$ cat src/rtl/calc_pkg.sv
// Shared constants and types for the 4-way result dispatcher: width defaults,
// channel-select encoding and the per-channel slot state.
package calc_pkg;

   localparam int DATA_W_DEFAULT = 64;
   localparam int CNT_W_DEFAULT  = 16;
   localparam int N_CH           = 4;

   typedef enum logic [1:0] {
      SEL_00 = 2'b00,
      SEL_01 = 2'b01,
      SEL_10 = 2'b10,
      SEL_11 = 2'b11
   } sel_e;

   typedef enum logic {
      EMPTY = 1'b0,
      FULL  = 1'b1
   } slot_state_e;

endpackage

$ cat src/rtl/demux_slot.sv
// Single-entry output slot: loads on 'load', empties on 'drain' unless reloaded
// in the same cycle, in which case it stays FULL with the new word.
module demux_slot
   import calc_pkg::*;
#(
   parameter int DATA_W = DATA_W_DEFAULT
) (
   input  logic              clk,
   input  logic              rst,
   input  logic              load,
   input  logic              drain,
   input  logic [DATA_W-1:0] data,
   output logic              full,
   output logic [DATA_W-1:0] q
);

   slot_state_e       state_q, state_d;
   logic [DATA_W-1:0] data_q,  data_d;

   always_comb begin
      // NOTE: every variable gets its hold value first, so no path can infer a latch.
      state_d = state_q;
      data_d  = data_q;
      case (state_q)
         EMPTY:   if (load)           state_d = FULL;
         FULL:    if (drain && !load) state_d = EMPTY;
         default:                     state_d = EMPTY;
      endcase
      if (load) data_d = data;
   end

   // NOTE: state uses non-blocking assignments; the data register is reset too
   // because a cleared output word is part of the visible reset state.
   always_ff @(posedge clk or posedge rst) begin
      if (rst) begin
         state_q <= EMPTY;
         data_q  <= '0;
      end else begin
         state_q <= state_d;
         data_q  <= data_d;
      end
   end

   assign full = (state_q == FULL);
   assign q    = data_q;

endmodule

$ cat src/rtl/demux4_dispatch_64.sv
// 1:4 result dispatcher with a single-entry slot per channel. Define
// DEMUX4_DISPATCH_CNT_EN to add per-channel completed-transfer counters (out_cnt).
module demux4_dispatch_64
   import calc_pkg::*;
#(
   parameter int DATA_W = DATA_W_DEFAULT,
   parameter int CNT_W  = CNT_W_DEFAULT
) (
   input  logic                 clk,
   input  logic                 rst,
   input  logic                 in_valid,
   output logic                 in_ready,
   input  logic [1:0]           in_sel,
   input  logic [DATA_W-1:0]    in_data,
   output logic [N_CH-1:0]      out_valid,
   input  logic [N_CH-1:0]      out_ready,
`ifdef DEMUX4_DISPATCH_CNT_EN
   output logic [N_CH*CNT_W-1:0] out_cnt,
`endif
   output logic [DATA_W-1:0]    out_data_00,
   output logic [DATA_W-1:0]    out_data_01,
   output logic [DATA_W-1:0]    out_data_10,
   output logic [DATA_W-1:0]    out_data_11
);

   if (DATA_W < 1 || CNT_W < 1) begin : g_bad_param
      $error("demux4_dispatch_64: DATA_W and CNT_W must be positive");
   end

   logic [N_CH-1:0]   full;
   logic [N_CH-1:0]   load;
   logic [N_CH-1:0]   drain;
   logic [DATA_W-1:0] q [N_CH];
   logic              accept;

   // Ready looks only at the addressed slot, so a stalled channel never blocks others.
   assign in_ready  = !full[in_sel] || out_ready[in_sel];
   assign accept    = in_valid && in_ready;
   assign drain     = full & out_ready;
   assign out_valid = full;

   always_comb begin
      load = '0;
      case (sel_e'(in_sel))
         SEL_00:  load[0] = accept;
         SEL_01:  load[1] = accept;
         SEL_10:  load[2] = accept;
         SEL_11:  load[3] = accept;
         default: load    = '0;
      endcase
   end

   for (genvar n = 0; n < N_CH; n++) begin : g_slot
      demux_slot #(.DATA_W(DATA_W)) u_slot (
         .clk   (clk),
         .rst   (rst),
         .load  (load[n]),
         .drain (drain[n]),
         .data  (in_data),
         .full  (full[n]),
         .q     (q[n])
      );
   end

   assign out_data_00 = q[0];
   assign out_data_01 = q[1];
   assign out_data_10 = q[2];
   assign out_data_11 = q[3];

`ifdef DEMUX4_DISPATCH_CNT_EN
   logic [CNT_W-1:0] cnt_q [N_CH];
   logic [CNT_W-1:0] cnt_d [N_CH];

   // Free-running counts wrap naturally at 2^CNT_W.
   always_comb begin
      for (int n = 0; n < N_CH; n++) cnt_d[n] = cnt_q[n] + CNT_W'(drain[n]);
   end

   always_ff @(posedge clk or posedge rst) begin
      if (rst) begin
         for (int n = 0; n < N_CH; n++) cnt_q[n] <= '0;
      end else begin
         for (int n = 0; n < N_CH; n++) cnt_q[n] <= cnt_d[n];
      end
   end

   for (genvar n = 0; n < N_CH; n++) begin : g_cnt
      assign out_cnt[n*CNT_W +: CNT_W] = cnt_q[n];
   end
`endif

endmodule

$ cat config.mk
export PLATFORM = sky130hd
export DESIGN_NAME = demux4_dispatch_64
export DESIGN_NICKNAME = d
export VERILOG_FILES = /design/src/rtl/calc_pkg.sv /design/src/rtl/demux_slot.sv /design/src/rtl/demux4_dispatch_64.sv
export SDC_FILE = /design/constraint.sdc
export NUM_CORES = 1
export LEC_CHECK = 0
export ABC_AREA = 1
export BUFFER_PORTS_ARGS = -buffer_cell sky130_fd_sc_hd__buf_2
export CORE_MARGIN = 2
export CORE_UTILIZATION = 38
export DETAILED_ROUTE_END_ITERATION = 6
export PLACE_DENSITY = 0.63
export SLEW_MARGIN = 5
export SYNTH_ARGS = -nofsm -noshare
export SYNTH_HDL_FRONTEND = slang
export SYNTH_SLANG_ARGS = --single-unit
$ cat constraint.sdc
create_clock -name clk -period 15.41 [get_ports clk]
set_input_delay 2.3115 -clock clk [delete_from_list [all_inputs] [get_ports clk]]
set_output_delay 2.3115 -clock clk [all_outputs]
set_load 0.03 [all_outputs]
==> impl_metrics.ini, run 1 <==
[run_status]
status = finished clean

[logic_synthesis]
syn_inst = 1183
yosysSeqAreaShare_pct = 60.4
synth_area_um2 = 10800
synth_fp_nets = 1256
ys_types = 17
yosysWarnings = 0
avgSynthCellArea_um2 = 9.11
synth-seq-cells = 260

[die]
ios = 334
rows = 61
die_y_um = 172
core_area_um2 = 27900
start_util_pct = 38.7
die_width_um = 172
die-area_um2 = 29700

[clock_tree]
cts_tree = yes
clk_latency_ps = 530
clockRootBuffer = clkbuf_16
post-cts-setup-buffers = 0
holdBufCountCts = 0
cts_buffers = 27
cts-resized-gates = 0
clock_sinks = 260
cts_buffer_depth = 3
cts_htree_levels = 1
clkTransAtPathRegs_ps = 60

[layout]
fillers = 2776
area_growth_pct = 23.8
drive_gt1_share_pct = 27.0
diodes = 0
num-nets-final = 1510
fin_util_pct = 47.9

[global_route]
grt_max_degree = 131
grt_util_all_layers_pct = 22.9
grt.overflow.total = 0
grt_pass1_vias = 9371
antenna_found_initial = 1
grt_pass1_wl_um = 54000

[critical_path]
reg2reg_depth = 8
cp_common_cell = buf_2
end_kind = output port
slowest_delay_ps = 390
crit_chain = buf_2 -> inv_2 -> nand3_1 -> nand2_1 -> nor2_1 -> nand2_8 -> buf_2
rrSetupSlack_ps = 12800
timing_worst_setup_path_type = primary input to output port
critPathMaxFanout = 74
r2r-start = g_slot[3].u_slot.full$_DFF_PP0_
worst-path-buf-inv = 3
crit_required_ps = 13100
timing.rr.end = g_slot[0].u_slot.q[1]$_DFFE_PP0P_
start_kind = primary input
slowest_stage = nand2_8
cpLargestDelayFamily = simple AND/OR/NAND/NOR gates
worstPathArrival_ps = 3790

[timing]
worst_slew_pin_slew_ps = 1050
slew_headroom_pct = 29.9
worst_slack_ps = 9310
setup_viol = 0
finalCritPeriodShare_pct = 39.6
drv_slew = 0
fin_setup_tns_ps = 0
finalHoldViolations = 0
skew_ps = 15.8
fmax_mhz = 164
finalCriticalPeriod_ps = 6100
rsz0062_at_grt = false

[pwr]
leakage_nw = 7.41
power_density_nw_per_um2 = 163
irDropWorstVdd_mv = 0.0806

[detailed_routing]
vias = 9759
finalWirelength_um = 34700
antenna_left = 0
viasPerCell = 5.32
drtIter0Drc = 819
avgRoutedWirePerCell_um = 18.9
first_pass_iters = 7
drc = 0

[min_path]
whs_path_depth = 2
hold_end = g_slot[0].u_slot.q[30]$_DFFE_PP0P_
hold_start = g_slot[0].u_slot.q[30]$_DFFE_PP0P_
hold_class = flop to flop

[placed_design]
hpwl_um = 20200
port_buffers = 333
gp_congestion = 0.816
dp_slack_ps = 9330

[flow_run]
cap_viol_max_count = 0
-- stage by stage --
stage / cells / instance area [um2] / hold WS, ps / total power (W)
CTS: 1833 / 13300 / 468 / 0.00220
global route: 1833 / 13300 / 484 / 0.00229
detailed placement: 1786 / 12500 / 453 / 0.00157
finish: 1833 / 13300 / 463 / 0.00218
floorplan: 1183 / 10800 / 504 / 0.00134
global placement: 1786 / 12500 / 448 / 0.00156
-- layout by cell type (no fill, tap or decap), types with 4 or more instances in the layout --
cell type	count
clkinv_2	4
nand3_4	4
clkbuf_1	9
dfrtp_1	260
clkbuf_8	6
inv_1	4
buf_2	332
buf_4	10
nand4_1	256
clkbuf_16	27
nand2_1	525
-- Yosys cell counts --
cell type,count,area share (%)
buf_1,12,0.42
buf_6,1,0.10
nand2_1,525,18
nor2_2,1,0.058
nand3_1,6,0.28
o21ai_0,2,0.093
nor2_1,3,0.10
nand2_2,1,0.058
o21ai_1,2,0.093
nand4_1,256,15
buf_2,36,1.7
clkbuf_1,46,1.6
buf_4,23,1.6
inv_2,2,0.070
nand3_2,1,0.093
inv_1,6,0.21
dfrtp_1,260,60
-- routing by layer --
metal / GRT usage, % / vias up / part of all wire [%]
li1: - / 4524 / -
met2: 36.5 / 359 / 46
met1: 31.4 / 4805 / 43
met3: 4.49 / 69 / 7.2
met4: 7.71 / 2 / 3.5
met5: 0 / - / 0.046
-- tightest hold or removal path: stages, from the launching register on --
cell	delay [ps]
dfrtp_1	340
nand2_1	50
nand2_1	40
-- sequential cells by signal, summed over array words and instances, names as in the netlist --
signal and count:
g_slot.u_slot.q 256, g_slot.u_slot.full 4
-- worst max path at each step --
stage	startpoint	end	cells past startpoint
global route	in_sel[0]	in_ready	7
floorplan	rst	g_slot[0].u_slot.full$_DFF_PP0_	1
finish	in_sel[0]	in_ready	7
detailed placement	in_sel[0]	in_ready	7
CTS	in_sel[0]	in_ready	7
global placement	in_sel[0]	in_ready	7
-- layout make-up --
type                    count  area, um2  area share, %
inverters                   8       37.5          0.281
well taps                 378        473           3.55
clock buffers              41        778           5.83
clock inverters             6       57.6          0.432
repair buffers            343       1750           13.1
multi-input cells         797       3730           28.0
flip-flops and latches    260       6510           48.8
-- where the power goes --
group	internal, W	switching, W
clock	0.000362	0.000263
combinational	0.000161	0.000500
sequential	0.000818	0.0000728
-- cell families after synthesis --
group / count (synthesis) / share of synthesized area, %
AO/OA/AOI/OAI: 4 / 0.186
buffers and inverters: 126 / 5.68
flip-flops: 260 / 60.4
AND/OR/NAND/NOR: 793 / 33.7
Power figures use the tool's default switching activity.
==> run 2, diff against run 1 <==
--- a/config.mk
+++ b/config.mk
@@ -10,7 +10,7 @@
 export CORE_MARGIN = 2
 export CORE_UTILIZATION = 38
 export DETAILED_ROUTE_END_ITERATION = 6
-export PLACE_DENSITY = 0.63
+export PLACE_DENSITY = 0.66
 export SLEW_MARGIN = 5
 export SYNTH_ARGS = -nofsm -noshare
 export SYNTH_HDL_FRONTEND = slang
==> constraint.sdc (replaced) <==
create_clock -name clk -period 5.5 [get_ports clk]
set_input_delay 0.825 -clock clk [delete_from_list [all_inputs] [get_ports clk]]
set_output_delay 0.825 -clock clk [all_outputs]
set_load 0.03 [all_outputs]
==> run 2 against run 1 <==
  * Critical path depth stayed put
  * Global-route usage is 0.85 points lower
  * Clock skew is 5.4 ps higher
  * Combinational power grew to 2.8 times the previous value
  * Count of clock-buffer cells in the layout is 2 higher
==> impl_metrics.ini, run 2 (same netlist as run 1, synthesis figures left out) <==
[timing]
setup_viol = 0
rsz0062_at_grt = false
skew_ps = 21.2
fin_setup_tns_ps = 0
drv_slew = 0
fin_hold_ws_ps = 445
fmax_mhz = 301
slew_headroom_pct = 33.2
finalHoldViolations = 0
finalCriticalPeriod_ps = 3320
finalCritPeriodShare_pct = 60.4
worst_slack_ps = 2180
worst_slew_pin_slew_ps = 1000

[clock_tree]
cts_buffer_depth = 3
post-cts-setup-buffers = 0
holdBufCountCts = 0
clkTransAtPathRegs_ps = 60
cts_tree = yes
clockRootBuffer = clkbuf_16
clk_latency_ps = 540
cts_buffers = 29
cts-resized-gates = 0
clock_sinks = 260
cts_htree_levels = 1

[layout]
area_growth_pct = 24.6
fillers = 2668
largest_register_ffs = 256
final_common_cell = nand2_1
num-nets-final = 1512
final_cell_mix = nand2_1 (525), buf_2 (332), dfrtp_1 (260)
fin_util_pct = 48.2
drive_gt1_share_pct = 27.2

[die]
core_area_um2 = 27900
start_util_pct = 38.7
die_y_um = 172
ios = 334
die_width_um = 172
die-area_um2 = 29700
rows = 61

[detailed_routing]
viasPerCell = 5.25
first_pass_iters = 5
avgRoutedWirePerCell_um = 18.4
antenna_left = 0
drc = 0
drtIter0Drc = 829
vias = 9630
finalWirelength_um = 33800

[run_status]
status = finished clean

[critical_path]
critPathMaxFanout = 114
end_kind = output port
slowest_stage = nand2_8
slowest_delay_ps = 460
worstPathArrival_ps = 2500
timing_worst_setup_path_type = primary input to output port
crit_required_ps = 4680
start_kind = primary input
crit_chain = buf_2 -> inv_2 -> nand3_1 -> nand2_1 -> nor2_1 -> nand2_8 -> buf_2
cp_common_cell = buf_2

[placed_design]
dp_slack_ps = 2090
gp_congestion = 0.804
port_buffers = 333
hpwl_um = 20000

[global_route]
grt_pass1_vias = 9125
grt_util_all_layers_pct = 22.1
grt_pass1_wl_um = 52000
grt_max_degree = 136
antenna_found_initial = 0
grt.overflow.total = 0

[flow_run]
cap_viol_max_count = 0

[pwr]
irDropWorstVdd_mv = 0.278
power_density_nw_per_um2 = 463
leakage_nw = 7.45
total_power_w = 0.00622

[min_path]
hold_class = primary input to async pin
## run 2: cell count changes in the layout (fill, tap and decap cells not counted), moves of 2 or more
| cell | previous run | this run |
|---|---|---|
| clkbuf_1 | 9 | 7 |
| clkbuf_8 | 6 | 8 |
| clkbuf_16 | 27 | 29 |
| buf_4 | 10 | 8 |
| buf_12 | 0 | 2 |
## run 2: layout make-up
type / count / area, um2 / area share (%)
Multi-Input combinational cell: 797 / 3730 / 27.8
Clock inverter: 5 / 52.6 / 0.391
Inverter: 8 / 33.8 / 0.252
Clock buffer: 43 / 848 / 6.32
Sequential cell: 260 / 6510 / 48.5
Antenna cell: 1 / 2.50 / 0.0186
Tap cell: 378 / 473 / 3.52
Timing Repair Buffer: 343 / 1780 / 13.2
## run 2: final timing paths
| kind | cells past startpoint | from | endpoint | slack [ps] |
|---|---|---|---|---|
| max reg2reg | 8 | g_slot[3].u_slot.full$_DFF_PP0_ | g_slot[2].u_slot.q[38]$_DFFE_PP0P_ | 2830 |
| max | 7 | in_sel[0] | in_ready | 2180 |
| min in group clk | 2 | g_slot[1].u_slot.q[58]$_DFFE_PP0P_ | g_slot[1].u_slot.q[58]$_DFFE_PP0P_ | 460 |
| min | 3 | rst | g_slot[3].u_slot.q[21]$_DFFE_PP0P_ | 440 |
| max in group asynchronous | 4 | rst | g_slot[1].u_slot.q[59]$_DFFE_PP0P_ | 3810 |
| min reg2reg | 2 | g_slot[1].u_slot.q[58]$_DFFE_PP0P_ | g_slot[1].u_slot.q[58]$_DFFE_PP0P_ | 460 |
## run 2: per-layer routing
metal	share of wire [%]	wire length (um)	vias up	track usage (%)
li1	-	-	4522	-
met1	44	14700	4684	31.0
met2	46	15600	364	34.3
met3	7.5	2520	60	4.46
met4	2.8	932	0	6.83
met5	0	0	-	0
## run 2: power breakdown
| group | switching [W] | internal (W) |
|---|---|---|
| Clock | 0.000771 | 0.00110 |
| Sequential | 0.000206 | 0.00229 |
| Combinational | 0.00140 | 0.000452 |
| Total | 0.00238 | 0.00384 |
## run 2: worst max-delay path, delay by kind of cell
family	cells	cell delay [ps]
buf+inv	3	670
simple gates	4	880
## run 2: through the flow
stage	instance area, um2	instances
6_report	13400	1835
3_5_place_dp	12500	1786
2_1_floorplan	10800	1183
3_3_place_gp	12500	1786
5_1_grt	13400	1834
4_1_cts	13400	1834
==> run 3, diff against run 2 <==
--- a/config.mk
+++ b/config.mk
@@ -5,12 +5,12 @@
 export SDC_FILE = /design/constraint.sdc
 export NUM_CORES = 1
 export LEC_CHECK = 0
-export ABC_AREA = 1
+export ABC_AREA = 0
 export BUFFER_PORTS_ARGS = -buffer_cell sky130_fd_sc_hd__buf_2
 export CORE_MARGIN = 2
 export CORE_UTILIZATION = 38
 export DETAILED_ROUTE_END_ITERATION = 6
-export PLACE_DENSITY = 0.66
+export PLACE_DENSITY = 0.64
 export SLEW_MARGIN = 5
 export SYNTH_ARGS = -nofsm -noshare
 export SYNTH_HDL_FRONTEND = slang
==> constraint.sdc (replaced) <==
create_clock -name clk -period 3.1 [get_ports clk]
set_input_delay 0.465 -clock clk [delete_from_list [all_inputs] [get_ports clk]]
set_output_delay 0.465 -clock clk [all_outputs]
set_load 0.03 [all_outputs]
==> run 3 against run 2 <==
  * Power increased by 73%
  * Count of clock-buffer cells in the layout unchanged
  * Synthesized cell count decreased by 52%
  * Highest routed layer unchanged
  * Critical path type is now flop to output port
  * Clock skew decreased by 2.7 ps
  * Largest power group unchanged
==> impl_metrics.ini, run 3 <==
[logic_synthesis]
yosysTopAreaCellShare_pct = 66.1
ys_async_sr_fraction_pct = 100
ys_top_cells_by_area = dfrtp_1 (66%), mux2_2 (17%), mux2_1 (11%), buf_6 (2.5%), mux2_4 (1.4%)
synth_area_um2 = 9840
yosys.area.top_type = dfrtp_1
avgSynthCellArea_um2 = 17.5
syn_inst = 564
synth_fp_nets = 637
synth_edf_count = 0
synth_common_cells = dfrtp_1 (260), mux2_2 (147), mux2_1 (100), buf_6 (22), mux2_4 (9)
synth.most_common_cell = dfrtp_1
yosysWarnings = 0
synth_ff_type = dfrtp_1
ys_types = 15
synth-seq-cells = 260
yosysSeqAreaShare_pct = 66.1

[min_path]
hold_class = primary input to flop
hold_end = g_slot[2].u_slot.q[6]$_DFFE_PP0P_
hold_start = in_data[6]
whs_path_depth = 2

[detailed_routing]
drtIter0Drc = 203
drc = 0
vias = 5969
antenna_left = 0
finalWirelength_um = 22500
first_pass_iters = 4
avgRoutedWirePerCell_um = 17.9
viasPerCell = 4.75

[global_route]
grt_pass1_vias = 6143
grt_max_degree = 114
grt-busiest-layer = met2
gr-usage-met1_pct = 20.0
grt_util_all_layers_pct = 16.3
grt_use_met2_pct = 27.5
grtUsageMet3_pct = 5.58
grt_pass1_wl_um = 34900
grt.overflow.total = 0
antenna_found_initial = 0

[clock_tree]
clockRootBuffer = clkbuf_16
post-cts-setup-buffers = 0
cts_htree_levels = 1
cts-resized-gates = 0
cts_tree = yes
clkTransAtPathRegs_ps = 60
cts_buffers = 28
clk_latency_ps = 540
holdBufCountCts = 1
clock_sinks = 260
cts_buffer_depth = 3

[timing]
fmax_mhz = 467
slew_headroom_pct = 55.5
worst_slew_pin_slew_ps = 667
skew_ps = 18.5
finalHoldViolations = 0
finalCriticalPeriod_ps = 2140
drv_slew = 0
finalCritPeriodShare_pct = 69.0
rsz0062_at_grt = false
setup_viol = 0
fin_setup_tns_ps = 0

[critical_path]
slowest_stage = mux4_2
critPathMaxFanout = 3
cpLargestDelayFamily = multiplexers
slowest_delay_ps = 480
cp.depth = 3
crit_chain = nand2b_1 -> mux4_2 -> buf_2
timing.rr.end = g_slot[1].u_slot.q[48]$_DFFE_PP0P_
timing_worst_setup_path_type = flop to output port
worst-path-buf-inv = 1
worstPathArrival_ps = 1680
crit_required_ps = 2630
end_kind = output port
start_kind = flop
r2r-start = g_slot[1].u_slot.full$_DFF_PP0_
reg2reg_depth = 4
rrSetupSlack_ps = 1350

[pwr]
irDropWorstVdd_mv = 0.460
total_power_w = 0.0108
power_density_nw_per_um2 = 849
leakage_nw = 6.07

[die]
ios = 334
die-area_um2 = 27200
die_width_um = 165
core_area_um2 = 25300
rows = 58
die_y_um = 165
start_util_pct = 38.9

[layout]
area_growth_pct = 28.6
largest_register_ffs = 256
fin_util_pct = 50.0
final_area_um2 = 12700
num-nets-final = 982
final_cell_mix = buf_2 (333), dfrtp_1 (260), mux2_2 (147)
diodes = 0
final_common_cell = buf_2
drive_gt1_share_pct = 58.9

[placed_design]
gp_congestion = 0.728
port_buffers = 333
placed_cell_area_um2 = 11800
hpwl_um = 15400

[run_status]
status = finished clean

[flow_run]
cap_viol_max_count = 0
-- run 3: cell types whose count changed in the layout (fill, tap and decap cells not counted), moves of 5 or more --
cell | before | now
nand2_1 | 525 | 3
nand4_1 | 256 | 1
mux2_2 | 0 | 147
mux2_1 | 0 | 100
mux2_4 | 0 | 9
nand2b_1 | 0 | 5
-- run 3: how the worst max path moves through the flow --
| stage | startpoint | end | slack [ps] |
|---|---|---|---|
| floorplan | rst | g_slot[0].u_slot.full$_DFF_PP0_ | -790 |
| global placement | out_ready[3] | g_slot[3].u_slot.q[15]$_DFFE_PP0P_ | 1130 |
| detailed placement | out_ready[3] | g_slot[3].u_slot.q[19]$_DFFE_PP0P_ | 1110 |
| CTS | g_slot[3].u_slot.full$_DFF_PP0_ | in_ready | 920 |
| global route | g_slot[2].u_slot.full$_DFF_PP0_ | in_ready | 890 |
| finish | g_slot[3].u_slot.full$_DFF_PP0_ | in_ready | 960 |
-- run 3: report_power, final --
part           internal, W  leakage (nW)  switching, W
sequential         0.00410          3.09      0.000333
combinational      0.00103          2.56       0.00216
clock              0.00183         0.429       0.00130
total              0.00696          6.07       0.00379
-- run 3: cell type report --
cell class / instances / area, um2
clock buffer: 43 / 827
clock inverter: 5 / 42.5
fill: 2196 / 12700
inverter: 1 / 7.51
multi-input combinational: 271 / 3030
sequential: 260 / 6510
tap: 330 / 413
timing repair buffer: 347 / 1840
-- run 3: cell families (layout without fill, tap and decap cells) --
logic type      Yosys count  in the layout  share of synthesized area (%)
mux                     257            257                           29.9
simple gates             12             12                          0.737
buf+inv                  33            396                           3.22
flops                   260            260                           66.1
compound gates            2              2                          0.102
-- run 3: layer usage --
layer | part of all wire (%) | wire [um] | up-vias
li1 | - | - | 2689
met1 | 40 | 9100 | 3012
met2 | 48 | 10800 | 229
met3 | 9.6 | 2180 | 39
met4 | 2.2 | 491 | 0
met5 | 0 | 0 | -
-- run 3: stage by stage --
step / hold slack, ps / cells / worst slack (ps)
after global placement: 403 / 1208 / 1130
final: 169 / 1257 / 960
after CTS: 139 / 1257 / 918
after global routing: 161 / 1257 / 889
after detailed placement: 405 / 1208 / 1110
after floorplan: 480 / 564 / -793
